[config.mk]
export PLATFORM = sky130hd
export DESIGN_NAME = rx_tlp_framer
export DESIGN_NICKNAME = d
export VERILOG_FILES = /design/src/rtl/rx_tlp_pkg.sv /design/src/rtl/rx_sync_fifo.sv /design/src/rtl/rx_tlp_framer.sv
export SDC_FILE = /design/constraint.sdc
export NUM_CORES = 1
export LEC_CHECK = 0
export ABC_AREA = 1
export BUFFER_PORTS_ARGS = -buffer_cell sky130_fd_sc_hd__buf_4
export CORE_MARGIN = 10
export CORE_UTILIZATION = 63
export CTS_CLUSTER_DIAMETER = 30
export DETAILED_ROUTE_END_ITERATION = 10
export MAX_ROUTING_LAYER = met4
export PLACE_DENSITY = 0.8
export SYNTH_ARGS = -nofsm -noshare
export SYNTH_HDL_FRONTEND = slang
export SYNTH_HIERARCHICAL = 1
export SYNTH_SLANG_ARGS = --single-unit
[constraint.sdc]
create_clock -name clock1 -period 6.7 [get_ports clock1]
set_input_delay 0.67 -clock clock1 [delete_from_list [all_inputs] [get_ports clock1]]
set_output_delay 0.67 -clock clock1 [all_outputs]
set_load 0.02 [all_outputs]
[src/rtl/rx_tlp_pkg.sv]
// rx_tlp_pkg: shared symbols, FSM encoding and FIFO entry layout for the
// receive-side TLP framer.
package rx_tlp_pkg;

   localparam logic [7:0]  STP_SYM   = 8'hFB;
   localparam logic [7:0]  END_SYM   = 8'hFD;
   localparam logic [31:0] IDLE_WORD = 32'hBCBCBCBC;

   typedef enum logic [1:0] {
      ST_IDLE,
      ST_PAYLOAD,
      ST_END_CHK,
      ST_DISCARD
   } state_e;

   // One buffered payload word with its framing tags.
   typedef struct packed {
      logic        err;
      logic        eop;
      logic        sop;
      logic [31:0] data;
   } entry_t;

   localparam int ENTRY_W = $bits(entry_t);

   // XOR of the four bytes of a word.
   function automatic logic [7:0] fold_xor(input logic [31:0] w);
      return w[31:24] ^ w[23:16] ^ w[15:8] ^ w[7:0];
   endfunction

endpackage

[src/rtl/rx_sync_fifo.sv]
// rx_sync_fifo: single-clock show-ahead FIFO. The head entry is read
// combinationally at the read pointer; pointers carry one extra wrap bit so
// full and empty are told apart by the MSB.
module rx_sync_fifo #(
   parameter int DEPTH = 16,
   parameter int WIDTH = 35,
   localparam int AW = $clog2(DEPTH)
) (
   input  logic             clk_i,
   input  logic             rst_i,
   input  logic             push_i,
   input  logic [WIDTH-1:0] wdata_i,
   input  logic             pop_i,
   output logic [WIDTH-1:0] rdata_o,
   output logic             empty_o,
   output logic [AW:0]      count_o
);

   logic [WIDTH-1:0] mem_q [DEPTH];
   logic [AW:0]      wptr_q;
   logic [AW:0]      rptr_q;
   logic             full_w;
   logic             do_push;
   logic             do_pop;

   assign empty_o = (wptr_q == rptr_q);
   assign full_w  = (wptr_q[AW] != rptr_q[AW]) &&
                    (wptr_q[AW-1:0] == rptr_q[AW-1:0]);
   assign count_o = wptr_q - rptr_q;
   assign rdata_o = mem_q[rptr_q[AW-1:0]];

   // A pop frees the slot in the same cycle, so push is allowed even when full.
   assign do_push = push_i && (!full_w || pop_i);
   assign do_pop  = pop_i && !empty_o;

   // Storage array; written only, never reset.
   always_ff @(posedge clk_i) begin
      if (do_push) begin
         mem_q[wptr_q[AW-1:0]] <= wdata_i;
      end
   end

   // Pointer update; reset flushes the FIFO.
   always_ff @(posedge clk_i) begin
      if (rst_i) begin
         wptr_q <= '0;
         rptr_q <= '0;
      end else begin
         if (do_push) wptr_q <= wptr_q + (AW + 1)'(1);
         if (do_pop)  rptr_q <= rptr_q + (AW + 1)'(1);
      end
   end

endmodule

[src/rtl/rx_tlp_framer.sv]
// rx_tlp_framer: strips idle words, frames payload between STP and END
// markers, reserves FIFO space per frame and tags buffered words with
// sop/eop/err. Optional payload checksum: define RX_TLP_FRAMER_CHK_EN.
module rx_tlp_framer
   import rx_tlp_pkg::*;
#(
   parameter int DEPTH   = 16,
   parameter int MAX_LEN = 8
) (
   input  logic        clock1,
   input  logic        reset,
   input  logic [31:0] data_in,
   input  logic        valid_in,
   output logic [31:0] data_out,
   output logic        valid_out,
   input  logic        ready_in,
   output logic        sop_out,
   output logic        eop_out,
   output logic        err_out,
   output logic        frame_ok,
   output logic        frame_err,
   output logic        ovf_drop
);

   localparam int AW = $clog2(DEPTH);

   state_e      state_q;
   logic [15:0] len_q;
   logic [15:0] cnt_q;
   logic [31:0] held_q;
   logic        push_q;
   entry_t      wentry_q;
   logic        frame_ok_q;
   logic        frame_err_q;
   logic        ovf_drop_q;

   logic [ENTRY_W-1:0] fifo_rdata;
   entry_t             head;
   logic               fifo_empty;
   logic [AW:0]        occ;
   logic [15:0]        len_w;
   logic [31:0]        free_w;
   logic               len_ok;
   logic               fits;
   logic               start_ok;
   logic               chk_pass;
   logic               end_good;

   rx_sync_fifo #(
      .DEPTH (DEPTH),
      .WIDTH (ENTRY_W)
   ) u_fifo (
      .clk_i   (clock1),
      .rst_i   (reset),
      .push_i  (push_q),
      .wdata_i (wentry_q),
      .pop_i   (valid_out && ready_in),
      .rdata_o (fifo_rdata),
      .empty_o (fifo_empty),
      .count_o (occ)
   );

   // Head outputs are forced to zero while the FIFO is empty so stale memory
   // never leaks out after reset.
   assign head      = fifo_rdata;
   assign valid_out = !fifo_empty;
   assign data_out  = valid_out ? head.data : 32'h0;
   assign sop_out   = valid_out && head.sop;
   assign eop_out   = valid_out && head.eop;
   assign err_out   = valid_out && head.err;

   assign frame_ok  = frame_ok_q;
   assign frame_err = frame_err_q;
   assign ovf_drop  = ovf_drop_q;

   // Free space counts a write still in flight from the previous frame's END.
   assign len_w    = data_in[15:0];
   assign free_w   = 32'(DEPTH) - 32'(occ) - 32'(push_q);
   assign len_ok   = (len_w != 16'd0) && (32'(len_w) <= 32'(MAX_LEN));
   assign fits     = free_w >= 32'(len_w);
   assign start_ok = valid_in && (state_q == ST_IDLE) &&
                     (data_in[31:24] == STP_SYM) && len_ok && fits;

`ifdef RX_TLP_FRAMER_CHK_EN
   logic [7:0] chk_q;
   logic [7:0] chk_d;

   // Running XOR over every payload byte; cleared when a frame is accepted.
   always_comb begin
      chk_d = chk_q;
      if (start_ok) begin
         chk_d = 8'h00;
      end else if (valid_in && (state_q == ST_PAYLOAD)) begin
         chk_d = chk_q ^ fold_xor(data_in);
      end
   end

   // Checksum accumulator register.
   always_ff @(posedge clock1) begin
      chk_q <= chk_d;
   end

   assign chk_pass = (data_in[7:0] == chk_q);
`else
   assign chk_pass = 1'b1;
`endif

   assign end_good = (data_in[31:24] == END_SYM) && chk_pass;

   // Framing FSM with registered FIFO write and registered status pulses.
   always_ff @(posedge clock1) begin
      if (reset) begin
         state_q     <= ST_IDLE;
         len_q       <= '0;
         cnt_q       <= '0;
         push_q      <= 1'b0;
         frame_ok_q  <= 1'b0;
         frame_err_q <= 1'b0;
         ovf_drop_q  <= 1'b0;
      end else begin
         push_q      <= 1'b0;
         frame_ok_q  <= 1'b0;
         frame_err_q <= 1'b0;
         ovf_drop_q  <= 1'b0;
         if (valid_in) begin
            unique case (state_q)
               ST_IDLE: begin
                  if (data_in == IDLE_WORD) begin
                     state_q <= ST_IDLE;
                  end else if ((data_in[31:24] == STP_SYM) && len_ok) begin
                     len_q <= len_w;
                     cnt_q <= '0;
                     if (fits) begin
                        state_q <= ST_PAYLOAD;
                     end else begin
                        ovf_drop_q <= 1'b1;
                        state_q    <= ST_DISCARD;
                     end
                  end else begin
                     frame_err_q <= 1'b1;
                  end
               end
               ST_PAYLOAD: begin
                  cnt_q <= cnt_q + 16'd1;
                  if (cnt_q == len_q - 16'd1) begin
                     // Last word waits for the END so its err tag is known.
                     held_q  <= data_in;
                     state_q <= ST_END_CHK;
                  end else begin
                     push_q   <= 1'b1;
                     wentry_q <= '{err: 1'b0, eop: 1'b0,
                                   sop: (cnt_q == 16'd0), data: data_in};
                  end
               end
               ST_END_CHK: begin
                  push_q   <= 1'b1;
                  wentry_q <= '{err: !end_good, eop: 1'b1,
                                sop: (len_q == 16'd1), data: held_q};
                  if (end_good) frame_ok_q  <= 1'b1;
                  else          frame_err_q <= 1'b1;
                  state_q <= ST_IDLE;
               end
               ST_DISCARD: begin
                  // len payload words followed by the unchecked END.
                  cnt_q <= cnt_q + 16'd1;
                  if (cnt_q == len_q) state_q <= ST_IDLE;
               end
               default: state_q <= ST_IDLE;
            endcase
         end
      end
   end

endmodule

== Word-level counts from Yosys, hierarchy flattened ==
Memories as Yosys holds them, arrays and structs flattened. A register that Yosys moved wholly into a read port is not among the register bits.
Cells that the tools add are included.
Word-level totals
  bits in registers: 115
  latch bits: 0
  bits in writable memories: 560
  ROM bits: 0
  input port bits: 36
  output and inout bits: 39
  logic and storage cells: 99
  memories: 1
Operators by class
  add/sub/neg operators: 7
  $mul: 0
  divide/modulo/power cells: 0
  magnitude comparators: 2
  equal/unequal tests: 18
  shift operators: 0
  mux-type cells: 24
  bitwise gates (word level): 6
  reductions and logical operators: 27
Memories
  u_fifo.mem_q: words 16, width 35, rd ports 1, clocked after memory_dff 1, write ports 1, line rx_sync_fifo.sv:19  | logic [WIDTH-1:0] mem_q [DEPTH];
Operators with widths (count)
  one-hot mux 35 bit (2 select lines): 1
  2-to-1 mux 35 bit: 1
  == test 16 bit: 2
  == test 32 bit (second input constant): 1
  greater-or-equal comparator 32 x 16 -> 1 bit: 1
  2-to-1 mux 16 bit: 2
  2-to-1 mux 32 bit: 1
  one-hot mux 16 bit (2 select lines): 1
  AND reduction 4 bit: 5
  adder 16 x 1 -> 16 bit (second input constant): 1
  == test 16 x 1 -> 1 bit (second input constant): 1
  == test 8 bit (second input constant): 2
  less-or-equal comparator 16 x 4 -> 1 bit (second input constant): 1
  zero test 16 bit: 1
  nonzero test 16 bit: 1
  subtractor 16 x 1 -> 16 bit (second input constant): 1
  adder 5 x 1 -> 5 bit (second input constant): 2
  2-to-1 mux 2 bit: 5
  logical AND 1 bit: 9
  2-to-1 mux 1 bit: 8
  2-to-1 mux 4 bit: 2
  inequality test 2 bit (second input constant): 4
  one-hot mux 2 bit (4 select lines): 1
  subtractor 6 x 2 -> 7 bit: 1
  18 further kinds: 29

== Depth between registers and ports, before layout ==
  depth in word-level cells: 8
  gate-level depth with buffers: 22
  gate-level depth less buffers: 22

== Cells and area by module ==
Netlist, hierarchy kept.
Modules (own cells, without submodules)
  rx_sync_fifo: times used 1, cells each 2392, area each 24716.2 um^2, sequential area each 17096.4 um^2
  rx_tlp_framer: times used 1, cells each 785, area each 6079.6 um^2, sequential area each 2772.7 um^2

== Worst setup path after synthesis ==
No wires, ideal clock.
  path type: register to register
  from: register u_fifo.rptr_q[2]
  to: memory u_fifo.mem_q[3][0] (enable)
  setup time: 0.471 ns
  arrival: 4.466 ns
  required time: 6.229 ns
  path slack: 1.764 ns
  cell stages (with the launch flop): 15
  path buffers: 3
  clock period less this slack: 4.936 ns
  cells stage by stage: dfxtp_1 -> clkbuf_1 -> inv_1 -> ha_1 -> nand2_1 -> nor2_1 -> nand2_1 -> inv_1 -> clkbuf_1 -> nor2_1 -> inv_1 -> nand3_1 -> nand2_1 -> buf_2 -> nor3_1
On the way
  longest elaborated chain between the ends: 7
  elaborated cells on any way between the ends: 10
  classes of those cells: 2 x eq/ne; 2 x mux; 6 x reduce/logical
RTL lines
  start: declaration: line rx_sync_fifo.sv:21  | logic [AW:0] rptr_q;
  start signal: assignment: line rx_sync_fifo.sv:50  | if (do_pop) rptr_q <= rptr_q + (AW + 1)'(1);
  == test 5 bit: line rx_sync_fifo.sv:26  | assign empty_o = (wptr_q == rptr_q);
  via fifo_empty: line rx_tlp_framer.sv:39  | logic fifo_empty;
  zero test 1 bit: line rx_tlp_framer.sv:66  | assign valid_out = !fifo_empty;
  logical AND 1 bit: line rx_tlp_framer.sv:57  | .pop_i (valid_out && ready_in),
  logical OR 1 bit: line rx_sync_fifo.sv:33  | assign do_push = push_i && (!full_w || pop_i);
  logical AND 1 bit: line rx_sync_fifo.sv:33
  2-to-1 mux 1 bit: line rx_sync_fifo.sv:38  | if (do_push) begin
  2-to-1 mux 1 bit (not written as such): line rx_sync_fifo.sv:39  | mem_q[wptr_q[AW-1:0]] <= wdata_i;
  end: declaration: line rx_sync_fifo.sv:19
The timed path passes the listed nets, and every way through them passes these cells.

== Worst setup path in the final report ==
  from: register u_fifo.rptr_q[2]
  to: memory u_fifo.mem_q[1][29] (enable)
The elaborated chain is that of the path after synthesis.

==> results.json <==
{
  "max_freq_mhz": 207.7,
  "detail_route.vias_per_cell": 5.728,
  "reg2reg_from": "u_fifo/rptr_q[2]",
  "path_common_cell": "nand2_1",
  "post_route_clock_period_utilization": 0.7186,
  "syn-cell-area_um2": 30800,
  "area.growth.synth_to_final_pct": 17.59,
  "critical_path.top_delay_family": "simple AND/OR/NAND/NOR gates",
  "power_frac_seq": 0.415,
  "wl_per_cell_um": 19.95,
  "max_slew.worst_pin.slew_ns": 1.233,
  "cts.repair.resized": 0,
  "internal_power_mw": 9.016,
  "synth_top_family_by_area": "simple AND/OR/NAND/NOR gates",
  "hold_path.startpoint": "data_in[22]",
  "synth-seq-cells": 679,
  "finalWeightedCongestion": 0.8934,
  "final_util": 0.7537,
  "syn-instance-count": 3177,
  "drt_pre_antenna_iters": 6,
  "required_time_worst_endpoint_ns": 7.03,
  "crit_arrival_ns": 5.14,
  "clockRootBuffer": "clkbuf_16",
  "power_density_nw_per_um2": 311.5,
  "cts.hold.buffers_added": 0,
  "ioPinCount": 75,
  "timing.critical_path.slowest_stage_cell": "nor3_2",
  "synth_enable_flop_cells": 627,
  "grt_setup_unrepaired": "no",
  "overall_overflow_remaining_after_global_route": 0,
  "clock_power_share": 0.568,
  "post-cts-setup-buffer-count": 0,
  "setup_tns_ns": 0,
  "area_fraction_in_and_or_nand_and_nor_cells_after_synthesis": 0.2263,
  "swShare": 0.2009,
  "asyncSetResetFlopFracSynth": 0,
  "grt_start_max_net_pins": 224,
  "cts_tree": "done",
  "synth_seq_area_share": 0.6452,
  "crit_fanout": 37,
  "critPathMaxStageDelay_ns": 1.03,
  "clock-skew-final_ns": 0.01928,
  "fp.dieArea_um2": 58130,
  "m1WireLength_um": 29650,
  "synth_adder_area_share": 0.01568,
  "finalSetupViolations": 0,
  "worstSkewPairLatency_ns": 0.69,
  "post-route-drc-count": 0,
  "number_of_maximum_capacitance_violations": 0,
  "design.final.nets": 3355,
  "row_count": 80,
  "yosys.cell_types.count": 40,
  "die_width_um": 241.1,
  "mostFrequentLayoutCells": "nand2_1, edfxtp_1, inv_1",
  "top_signal_layer_used": "met4",
  "critical_path.startpoint_type": "flop",
  "power.static_leakage_nw": 15.73,
  "antenna_found_initial": 0,
  "via_count_of_the_first_global_routing_pass": 23150,
  "met3WireLength_um": 8480,
  "dpl.hpwl_um": 43940,
  "crit_chain": "inv_1, ha_1, nand2_1, nor2_1, nand2_1, inv_2, nor2_1, inv_1, nand3_1, nand2_1, nor3_2, buf_4",
  "detailroute.wirelength.met2_um": 38950,
  "drive_gt1_frac": 0.1088,
  "ant_nets": 0,
  "slew_headroom": 0.1782,
  "vias": 22900,
  "cts_buffer_depth": 3,
  "postSynthNetCount": 3251,
  "switching_power_mw": 2.266,
  "htreeDepth": 4,
  "synth_warnings": 6,
  "num_antenna_cells": 0,
  "drt-total-wl_um": 79770,
  "cts_buffer_count": 131,
  "combPwrFrac": 0.017,
  "finalHoldViolCount": 0,
  "synth_xor_area_frac": 0.005972,
  "cts.sinks": 679,
  "start_util": 0.6410,
  "grt_util_all_layers": 0.2858,
  "post_route_minimum_period_ns": 4.814,
  "ir_worst_vdd_uv": 196.6,
  "result_of_the_run": "finished, final reports clean",
  "clkSlewWorstSetupHoldPaths_ns": 0.05,
  "synth_ff_type": "edfxtp_1",
  "core_ar_um2": 48050,
  "synthesized_area_divided_by_synthesized_cell_count_um2": 9.693,
  "maxSlewViolCount": 0,
  "detail_route.iter0.violations": 2707,
  "critPathKind": "flop to flop",
  "synth-compound-area-share": 0.01524,
  "timing.critical_path.from": "u_fifo/rptr_q[2]",
  "synthMuxAreaShare": 0,
  "critPathBufInv": 4,
  "hold_class": "primary input to flop",
  "port-buffer-count": 74,
  "layout.cells.most_common": "nand2_1",
  "grt_first_pass_wirelength_um": 123900,
  "cp-end-kind": "flop",
  "die_height_um": 241.1
}
[power by group through the flow]
stage / logic [mW] / registers (mW) / clock network [mW]
after global routing: 0.210 / 4.68 / 6.66
after floorplan: 0.112 / 4.74 / 0
after global placement: 0.180 / 4.76 / 0
after CTS: 0.189 / 4.68 / 6.45
after detailed placement: 0.186 / 4.76 / 0
final: 0.189 / 4.68 / 6.41
[path summary, 6_finish.rpt]
| path | end | slack, ns | cells after the start |
|---|---|---|---|
| setup / recovery | u_fifo/mem_q[1][29] | 1.89 | 12 |
| hold / removal | held_q[22] | 0.17 | 1 |
| setup reg to reg | u_fifo/mem_q[1][29] | 1.89 | 12 |
| hold reg to reg | len_q[15] | 0.50 | 2 |
[routing by layer]
| layer | GRT usage | vias up |
|---|---|---|
| li1 | - | 10490 |
| met1 | 0.3491 | 10800 |
| met2 | 0.4538 | 1394 |
| met3 | 0.06114 | 224 |
| met4 | 0.1290 | 0 |
| met5 | - | - |
[cells by family after synthesis]
group / after synthesis
DFF: 679
and+or+nand+nor: 1632
buffers and inverters: 720
adders and majority gates: 38
xor gates and xnor gates: 21
AOI/OAI and AO/OA: 87
[metrics by stage]
stage	hold WS (ns)	std cells	setup WS [ns]	cell area, um^2	power [mW]
after floorplan	0.4581	3177	1.764	30800	4.847
after global placement	0.4776	3763	2.027	31850	4.936
after detailed placement	0.4882	3763	1.950	31850	4.944
after CTS	0.1351	3998	1.916	36210	11.33
after global routing	0.1407	3998	1.424	36210	11.56
final	0.1716	3998	1.886	36210	11.28
[flip-flops by register name, indices dropped and copies added (netlist names), 2 cells and up, named ones only]
signal,cells
u_fifo/mem_q,560
wentry_q,35
held_q,32
cnt_q,16
len_q,16
u_fifo/rptr_q,5
u_fifo/wptr_q,5
state_q,2
[cell usage after synthesis (2+ instances only)]
cell | number | area, um^2
nand2_2 | 8 | 50.05
inv_2 | 9 | 33.78
nor2_2 | 12 | 75.07
nor2_4 | 3 | 33.78
a21oi_1 | 33 | 165.2
inv_1 | 575 | 2158
clkbuf_2 | 3 | 15.01
nand3_2 | 2 | 20.02
clkbuf_1 | 49 | 183.9
o21a_1 | 2 | 15.01
buf_6 | 2 | 22.52
nand4_1 | 22 | 137.6
nor3_2 | 5 | 50.05
buf_2 | 70 | 350.3
edfxtp_1 | 627 | 18830
dfxtp_1 | 52 | 1041
nor4_1 | 2 | 12.51
or2_2 | 3 | 18.77
o21ai_1 | 2 | 10.01
nand2_1 | 953 | 3577
ha_1 | 37 | 462.9
a211oi_1 | 3 | 22.52
buf_4 | 3 | 22.52
xnor2_1 | 8 | 70.07
o21ai_0 | 43 | 215.2
nor2_1 | 109 | 409.1
nor3_1 | 33 | 165.2
xor2_1 | 13 | 113.9
buf_1 | 8 | 30.03
nand3_1 | 476 | 2382
[cell type report]
cell class | instances | area (um^2)
Tap cell | 615 | 769.5
Sequential cell | 679 | 19880
Clock inverter | 68 | 763.2
Timing Repair Buffer | 106 | 795.8
Clock buffer | 167 | 3602
Multi-Input combinational cell | 1778 | 8192
Inverter | 585 | 2211
Fill cell | 3012 | 11830
(Power assumes the default switching activity.)
